**src/rtl/p3p_pkg.sv**
```systemverilog
// Shared types for the sram arbiter slice.
//   num      : signed 16-bit data word moved between requesters and the sram controller
//   SRAM_AW  : byte-address width of the external sram
//   state_t  : arbiter FSM states
package p3p_pkg;

    typedef logic signed [15:0] num;

    localparam int SRAM_AW = 21;

    typedef enum logic [1:0] {
        ST_IDLE,
        ST_ISSUE,
        ST_WAIT,
        ST_ACK
    } state_t;

endpackage

```
**src/rtl/sram_arbiter_rr_pick.sv**
```systemverilog
// Combinational round-robin picker.
//   req : per-requester request vector
//   ptr : index of the requester that gets first look this round
//   win : one-hot winner (all zero when no request)
//   idx : binary index of the winner
//   any : at least one request present
module rr_pick #(
    parameter int N  = 2,
    parameter int IW = (N > 1) ? $clog2(N) : 1
) (
    input  logic [N-1:0]  req,
    input  logic [IW-1:0] ptr,
    output logic [N-1:0]  win,
    output logic [IW-1:0] idx,
    output logic          any
);

    // Candidate index, one bit wider so ptr+k can be folded back below N.
    logic [IW:0] cand;

    always_comb begin
        win  = '0;
        idx  = '0;
        any  = 1'b0;
        cand = '0;
        for (int unsigned k = 0; k < N; k++) begin
            cand = {1'b0, ptr} + (IW+1)'(k);
            if (cand >= (IW+1)'(N)) begin
                cand = cand - (IW+1)'(N);
            end
            if (!any && req[cand[IW-1:0]]) begin
                any                 = 1'b1;
                idx                 = cand[IW-1:0];
                win[cand[IW-1:0]]   = 1'b1;
            end
        end
    end

endmodule

```
**src/rtl/sram_arbiter.sv**
```systemverilog
// Round-robin arbiter sharing one sram controller word port between NREQ requesters.
// One operation in flight: IDLE -> ISSUE (one-cycle strobe) -> WAIT (until sram_ready
// or timeout) -> ACK (one-cycle ack to owner) -> IDLE.
//   clk, reset          : clock, asynchronous active-low reset
//   req/we/addr/wdata   : per-requester command, held until ack
//   gnt/ack/rdata       : grant (one-hot), completion pulse, last read word
//   busy/err            : not idle, sticky timeout flag
//   data_addr/data_in   : latched command toward the controller
//   write_data/read_data: one-cycle strobes toward the controller
//   sram_ready/sram_idle/data_out : controller status and read word
module sram_arbiter
    import p3p_pkg::*;
#(
    parameter int NREQ    = 2,
    parameter int TIMEOUT = 15
) (
    input  logic                          clk,
    input  logic                          reset,
    input  logic [NREQ-1:0]               req,
    input  logic [NREQ-1:0]               we,
    input  logic [NREQ-1:0][SRAM_AW-1:0]  addr,
    input  logic [NREQ-1:0][15:0]         wdata,
    output logic [NREQ-1:0]               gnt,
    output logic [NREQ-1:0]               ack,
    output num                            rdata,
    output logic                          busy,
    output logic                          err,
    output logic [SRAM_AW-1:0]            data_addr,
    output logic                          write_data,
    output logic                          read_data,
    output num                            data_in,
    input  logic                          sram_ready,
    input  logic                          sram_idle,
    input  num                            data_out
);

    localparam int IW = (NREQ > 1) ? $clog2(NREQ) : 1;
    localparam int CW = $clog2(TIMEOUT + 1);

    state_t               state_q, state_d;
    logic [NREQ-1:0]      gnt_q, gnt_d;
    logic [NREQ-1:0]      ack_q, ack_d;
    logic [IW-1:0]        owner_q, owner_d;
    logic [IW-1:0]        ptr_q, ptr_d;
    logic                 we_q, we_d;
    logic [SRAM_AW-1:0]   data_addr_q, data_addr_d;
    num                   data_in_q, data_in_d;
    num                   rdata_q, rdata_d;
    logic                 write_q, write_d;
    logic                 read_q, read_d;
    logic                 err_q, err_d;
    logic [CW-1:0]        cnt_q, cnt_d;

    logic [NREQ-1:0]      pick_win;
    logic [IW-1:0]        pick_idx;
    logic                 pick_any;
    logic                 grant_now;
    logic                 timeout_hit;
    logic [IW:0]          ptr_nxt;

    rr_pick #(
        .N  (NREQ),
        .IW (IW)
    ) u_pick (
        .req (req),
        .ptr (ptr_q),
        .win (pick_win),
        .idx (pick_idx),
        .any (pick_any)
    );

    // A grant needs both a request and a free controller.
    assign grant_now = pick_any && sram_idle;

    // cnt_q counts completed WAIT cycles; abort on the TIMEOUT-th one.
    assign timeout_hit = (cnt_q + CW'(1)) == CW'(TIMEOUT);

    // State register and all registered outputs.
    always_ff @(posedge clk or negedge reset) begin
        if (!reset) begin
            state_q     <= ST_IDLE;
            gnt_q       <= '0;
            ack_q       <= '0;
            owner_q     <= '0;
            ptr_q       <= '0;
            we_q        <= 1'b0;
            data_addr_q <= '0;
            data_in_q   <= '0;
            rdata_q     <= '0;
            write_q     <= 1'b0;
            read_q      <= 1'b0;
            err_q       <= 1'b0;
            cnt_q       <= '0;
        end else begin
            state_q     <= state_d;
            gnt_q       <= gnt_d;
            ack_q       <= ack_d;
            owner_q     <= owner_d;
            ptr_q       <= ptr_d;
            we_q        <= we_d;
            data_addr_q <= data_addr_d;
            data_in_q   <= data_in_d;
            rdata_q     <= rdata_d;
            write_q     <= write_d;
            read_q      <= read_d;
            err_q       <= err_d;
            cnt_q       <= cnt_d;
        end
    end

    // Next-state logic.
    always_comb begin
        state_d = state_q;
        unique case (state_q)
            ST_IDLE:  if (grant_now) state_d = ST_ISSUE;
            ST_ISSUE: state_d = ST_WAIT;
            ST_WAIT:  if (sram_ready || timeout_hit) state_d = ST_ACK;
            ST_ACK:   state_d = ST_IDLE;
            default:  state_d = ST_IDLE;
        endcase
    end

    // Output/datapath next values. Strobes and ack are computed one state early
    // so that they are registered and appear in ISSUE and ACK respectively.
    always_comb begin
        gnt_d       = gnt_q;
        ack_d       = '0;
        owner_d     = owner_q;
        ptr_d       = ptr_q;
        we_d        = we_q;
        data_addr_d = data_addr_q;
        data_in_d   = data_in_q;
        rdata_d     = rdata_q;
        write_d     = 1'b0;
        read_d      = 1'b0;
        err_d       = err_q;
        cnt_d       = '0;
        ptr_nxt     = '0;

        unique case (state_q)
            ST_IDLE: begin
                if (grant_now) begin
                    gnt_d       = pick_win;
                    owner_d     = pick_idx;
                    we_d        = we[pick_idx];
                    data_addr_d = addr[pick_idx];
                    data_in_d   = wdata[pick_idx];
                    write_d     = we[pick_idx];
                    read_d      = ~we[pick_idx];
                end
            end
            ST_ISSUE: begin
                cnt_d = '0;
            end
            ST_WAIT: begin
                cnt_d = cnt_q + CW'(1);
                if (sram_ready) begin
                    if (!we_q) begin
                        rdata_d = data_out;
                    end
                    ack_d = gnt_q;
                end else if (timeout_hit) begin
                    err_d = 1'b1;
                    ack_d = gnt_q;
                end
            end
            ST_ACK: begin
                gnt_d   = '0;
                ptr_nxt = {1'b0, owner_q} + (IW+1)'(1);
                if (ptr_nxt >= (IW+1)'(NREQ)) begin
                    ptr_nxt = '0;
                end
                ptr_d = ptr_nxt[IW-1:0];
            end
            default: ;
        endcase
    end

    assign gnt        = gnt_q;
    assign ack        = ack_q;
    assign rdata      = rdata_q;
    assign busy       = (state_q != ST_IDLE);
    assign err        = err_q;
    assign data_addr  = data_addr_q;
    assign data_in    = data_in_q;
    assign write_data = write_q;
    assign read_data  = read_q;

endmodule
```
**config.mk**
```make
export PLATFORM = sky130hd
export DESIGN_NAME = sram_arbiter
export DESIGN_NICKNAME = d
export VERILOG_FILES = /design/src/rtl/p3p_pkg.sv /design/src/rtl/sram_arbiter_rr_pick.sv /design/src/rtl/sram_arbiter.sv
export SDC_FILE = /design/constraint.sdc
export NUM_CORES = 1
export LEC_CHECK = 0
export CORE_MARGIN = 5
export CORE_UTILIZATION = 36
export DETAILED_ROUTE_END_ITERATION = 10
export PLACE_DENSITY_LB_ADDON = 0.15
export SLEW_MARGIN = 0
export SYNTH_ARGS = -nofsm -noshare
export SYNTH_HDL_FRONTEND = slang
export SYNTH_SLANG_ARGS = --single-unit
```
**constraint.sdc**
```tcl
create_clock -name clk -period 1.7 [get_ports clk]
set_input_delay 0.17 -clock clk [delete_from_list [all_inputs] [get_ports clk]]
set_output_delay 0.17 -clock clk [all_outputs]
set_load 0.01 [all_outputs]
```
Word-level counts from Yosys, hierarchy flattened
Cells that the tools add are included.
{ "totals": {"ff_bits": 69, "latch_bits": 0, "romBits": 0, "out_inout_bits": 61, "in_bits": 98, "n_memories": 0, "elab_cells": 86, "mem_bits_rw": 0} }
{ "op_classes": {"reduce_logical": 14, "shift": 0, "n_eq_ne": 6, "n_mux": 36, "bitwise_logic": 4, "div_mod_pow": 0, "multipliers": 0, "order_cmp": 8, "add_sub_neg": 5} }
{ "op_table": {"columns": ["op", "n"], "rows": [
  ["two-way mux 21 bit", 2],
  ["two-way mux 16 bit", 2],
  ["two-way mux 1 bit", 19],
  ["two-way mux 2 bit", 8],
  ["one-hot mux 2 bit (4 select lines)", 1],
  ["less-than comparator 1 x 2 -> 1 bit (second input constant)", 3],
  ["AND reduction 2 bit", 3],
  ["AND reduction 3 bit", 2],
  ["adder 1 x 1 -> 2 bit (second input constant)", 2],
  ["adder 4 x 1 -> 4 bit (second input constant)", 1],
  ["equality test 2 bit (second input constant)", 2],
  ["equality test 4 bit (second input constant)", 1],
  ["greater-or-equal comparator 2 bit (second input constant)", 2],
  ["logical AND 1 bit", 4],
  ["two-way mux 4 bit", 1],
  ["inequality test 2 bit (second input constant)", 2],
  ["one-hot mux 2 bit (2 select lines)", 1],
  ["nonzero test 2 bit", 2],
  ["inverter 1 bit", 3],
  ["demux 1 bit (select 1 bit)", 2],
  ["equality test 2 x 1 -> 1 bit (second input constant)", 1],
  ["greater-or-equal comparator 1 bit (second input constant)", 2],
  ["greater-or-equal comparator 1 x 2 -> 1 bit (second input constant)", 1],
  ["zero test 2 bit", 1],
  ["other kinds (4)", 5]
]} }

Longest topological paths before layout
{ "logic_depth": {"ltp_word": 13, "ltp_mapped": 7, "mapped_depth_nobuf": 6} }

Hierarchy
Synthesis repeated with hierarchy kept, for this count alone.
{ "hier_totals": {"hier_cells": 274, "area_unflattened_um2": 3096.7} }
{ "modules_own_cells": {"columns": ["module", "cells_each", "seq_area_each_um2", "area_each_um2", "instances"], "rows": [
  ["sram_arbiter", 269, 1726.7, 3064.2, 1],
  ["rr_pick", 5, 0.0, 32.5, 1]
]} }

Worst setup path after synthesis
OpenSTA, ideal clock, no wires.
{ "synth_timing": {"path_kind": "flip-flop to flip-flop", "start": "register state_q[0]", "end": "register state_q[1]", "n_path_buf": 1, "required_ps": 1575, "path_stages_with_launch": 7, "period_less_slack_ps": 1583, "arrival_time_ps": 1458, "setup_slack_ps": 117, "setup_ps": 125, "cell_sequence": "dfrtp_1 inv_1 ha_1 buf_2 nor3b_2 a211oi_2 mux2_4"} }
{ "synth_between": {"elab_chain_cells": 3, "word_cells_on_any_way": 8, "classes_between": "eq/ne: 5; mux: 1; reduce/logical: 2"} }
{ "synth_rtl": {"columns": ["item", "line", "rtl"], "rows": [
  ["start: declaration", "sram_arbiter.sv:40", "state_t state_q, state_d;"],
  ["start signal: assignment", "sram_arbiter.sv:95", "state_q <= state_d;"],
  ["equality test 2 bit or zero test 2 bit (tied branches)", "sram_arbiter.sv:114", "unique case (state_q)"],
  ["inequality test 2 bit (no line)", null, null],
  ["AND reduction 2 bit (no line)", null, null]
]} }
Parallel ways exist; a longest one is shown, timed or not.
A chain may end at the register's enable or synchronous reset.

Final worst setup path
{ "layout_timing": {"start": "register cnt_q[0]", "end": "register state_q[1]"} }
{ "layout_between": {"elab_chain_cells": 5} }
{ "layout_rtl": {"columns": ["item", "line", "rtl"], "rows": [
  ["start: declaration", "sram_arbiter.sv:52", "logic [CW-1:0] cnt_q, cnt_d;"],
  ["start signal: assignment", "sram_arbiter.sv:107", "cnt_q <= cnt_d;"],
  ["adder 4 x 1 -> 4 bit", "sram_arbiter.sv:76", "assign timeout_hit = (cnt_q + CW'(1)) == CW'(TIMEOUT);"],
  ["equality test 4 bit", "sram_arbiter.sv:76", null],
  ["logical OR 1 bit", "sram_arbiter.sv:117", "ST_WAIT: if (sram_ready || timeout_hit) state_d = ST_ACK;"],
  ["inequality test 2 bit (no line)", null, null],
  ["AND reduction 2 bit (no line)", null, null]
]} }
Every way passes these cells.

==> results.sh <==
export IMPL_grt_pass1_wl_microns=12390
export IMPL_grt_ovfl_total=0
export IMPL_wire_per_inst_microns=14.70
export IMPL_synth_flop_cell="dfrtp_1"
export IMPL_vias=2468
export IMPL_drtPass1Iterations=3
export IMPL_yosysMostFrequentCell="dfrtp_1"
export IMPL_syn_area_sq_um=3128
export IMPL_port_buffers=158
export IMPL_synth_top_cells_by_count="69 x dfrtp_1, 38 x mux2i_1, 38 x nand2_1, 38 x o21ai_1, 11 x mux2_4"
export IMPL_grt_max_degree=70
export IMPL_avgSynthCellArea_sq_um=11.89
export IMPL_yosysSeqAreaShare_pct=55.20
export IMPL_synth_edf_count=0
export IMPL_synthCells=263
export IMPL_pin_count=159
export IMPL_required_ns=1.91
export IMPL_grt_use_total_pct=15.12
export IMPL_utilization_pct=59.54
export IMPL_final_min_clock_period_ns=1.589
export IMPL_pwr_share_seq_pct=36.7
export IMPL_relSlewSlack_pct=73.57
export IMPL_vias_per_cell=4.528
export IMPL_cts_max_path_buffers=2
export IMPL_path_class="flip-flop to flip-flop"
export IMPL_status="finished, final reports clean"
export IMPL_async_flop_share_pct=100.0
export IMPL_synth_area_leaders="dfrtp_1 55%, mux2i_1 12%, o21ai_1 6.1%, mux2_4 5.3%, nand2_1 4.6%"
export IMPL_die_area_sq_um=10650
export IMPL_combPwrFrac_pct=47.5
export IMPL_finClkSkew_ns=0.01064
export IMPL_clkPwrFrac_pct=15.8
export IMPL_powerDensity_nw_per_um2=1443
export IMPL_finalSetupViolCount=0
export IMPL_cts_clk_slew_worst_paths_ns=0.07
export IMPL_fmax_mhz=629.3
export IMPL_power_leakage_nw=2.385
export IMPL_synth_seq_cells=69
export IMPL_period_share_pct=93.48
export IMPL_r2r_slack_ns=0.11
export IMPL_synth_distinct_cells=39
export IMPL_clock_latency_ns=0.33
export IMPL_cts_root_buf="clkbuf_8"
export IMPL_grt_pass1_vias=2564
export IMPL_drt_first_iter_violations=55
export IMPL_cts_made_buffers=9
export IMPL_cts_tree="yes"
export IMPL_die_width_microns=103.2
export IMPL_dp_hpwl_microns=6092
export IMPL_antenna_found_initial=0
export IMPL_num_nets_final=537
export IMPL_worst_pin_slew_ns=0.3965
export IMPL_finalHoldViolations=0
export IMPL_cap_viol_max_count=0
export IMPL_syn2layout_area_growth_pct=63.56
export IMPL_die_h_microns=103.2
export IMPL_clock_sinks=69
export IMPL_p_sw_share_pct=31.78
export IMPL_wl_microns=8010
export IMPL_synth_net_count=366
export IMPL_ir_drop_uv=585.7
export IMPL_finalHoldWorstSlack_ns=0.3529
export IMPL_worstPathArrival_ns=1.80
export IMPL_finalMaxSlewViolations=0
export IMPL_r2r_end="state_q[1]"
export IMPL_core_sq_um=8593
export IMPL_layout_drive_gt1_share_pct=12.13
export IMPL_p_int_mw=5.038
export IMPL_worstReg2RegStart="cnt_q[0]"
export IMPL_reg2reg_depth=5
export IMPL_drtAntennaViolNets=0
export IMPL_cp_max_fo=4
export IMPL_fp_row_count=34
export IMPL_stdcell_area_sq_um=5116
export IMPL_drc=0
export IMPL_synth_top_cell_area_share_pct=55.20
export IMPL_rsz0062_at_grt="false"
export IMPL_antenna_cells=0
export IMPL_end_kind="flip-flop"
export IMPL_initial_core_util_pct=36.40
export IMPL_p_switching_mw=2.346
export IMPL_cp_start_kind="flip-flop"
export IMPL_fin_tns_setup_ns=0
export IMPL_post_dp_cell_area_sq_um=4907
export IMPL_place_gp_congestion=0.7617
export IMPL_synth_warning_count=0
export IMPL_yosysTopAreaCell="dfrtp_1"
export IMPL_htree_num_levels=3
export IMPL_hold_path_class="primary input to asynchronous set/reset pin"
## layer usage
layer  global-route usage (%)  share of wire, %  up-vias
met3                    6.640                11       11
li1                         -                 -     1251
met4                    5.876              0.96        0
met1                    18.07                40     1101
met5                        0                 0        -
met2                    24.07                48      105
## worst max-delay path, cell delays in order, from the launching register on
cell      delay, ns
dfrtp_1        0.38
ha_1           0.22
and3b_1        0.22
nor3b_2        0.06
a211oi_2       0.28
mux2_4         0.32
## final cells by class
class / instances / area [sq um]
clock inverters: 2 / 10.01
repair buffers: 174 / 1773
clock buffers: 12 / 155.1
inverters: 6 / 22.52
multi-input cells: 174 / 1294
flip-flops and latches: 69 / 1727
well taps: 108 / 135.1
fillers: 716 / 3477
## sequential cells by signal, indices dropped and copies added (netlist names), 2 cells and up
name,flops
ack,2
cnt_q,4
data_addr,21
data_in,16
gnt,2
rdata,16
state_q,2
## logic make-up after synthesis
family / synth area share, %
and+or+nand+nor: 8.960
buffers and inverters: 3.680
xor gates and xnor gates: 0.5601
adders and majority gates: 2.000
DFF: 55.20
muxes: 19.60
AOI/OAI and AO/OA: 10.00
## worst max path at each step
stage / from / endpoint / slack, ns / cells past startpoint
after CTS: cnt_q[0] / state_q[1] / 0.04 / 5
after global routing: cnt_q[0] / state_q[1] / 0.03 / 5
final: cnt_q[0] / state_q[1] / 0.11 / 5
after floorplan: state_q[0] / state_q[1] / 0.12 / 6
after detailed placement: req[0] / state_q[1] / 0.04 / 5
after global placement: req[0] / state_q[1] / 0.08 / 5
## through the flow
stage	instances	power, mW	worst slack [ns]
3_3_place_gp	527	6.193	0.07529
4_1_cts	542	7.471	0.03578
2_1_floorplan	263	4.325	0.1168
5_1_grt	545	7.930	0.02612
6_report	545	7.384	0.1109
3_5_place_dp	527	6.269	0.03940
## power by group through the flow
stage	combinational, mW	sequential, mW	clock, mW
finish	3.51	2.71	1.16
global route	3.84	2.81	1.28
CTS	3.53	2.72	1.22
detailed placement	3.53	2.74	0
global placement	3.48	2.71	0
floorplan	1.31	3.01	0
## layout by cell type (no fill, tap or decap), types with 2 or more instances in the layout
cell type / instances
mux2_2: 6
mux2_4: 11
and2_1: 2
o21ai_1: 38
buf_12: 6
clkbuf_8: 11
buf_4: 9
nand2_1: 38
clkinv_2: 2
o2bb2ai_1: 2
and3_1: 2
clkdlybuf4s50_1: 156
dfrtp_1: 69
a21oi_1: 3
mux2i_1: 38
inv_1: 4
nor2_1: 5
ha_1: 5
and3b_1: 2
inv_2: 2
nor2b_1: 4
## what timing repair did
item	CTS	global route
buffers inserted	0	3
setup endpoints to repair	1	7
gates resized for setup	1	1
endpoints found under the hold margin	69	0
gates cloned	0	0
hold buffers	1	0
Power figures use the tool's default switching activity.
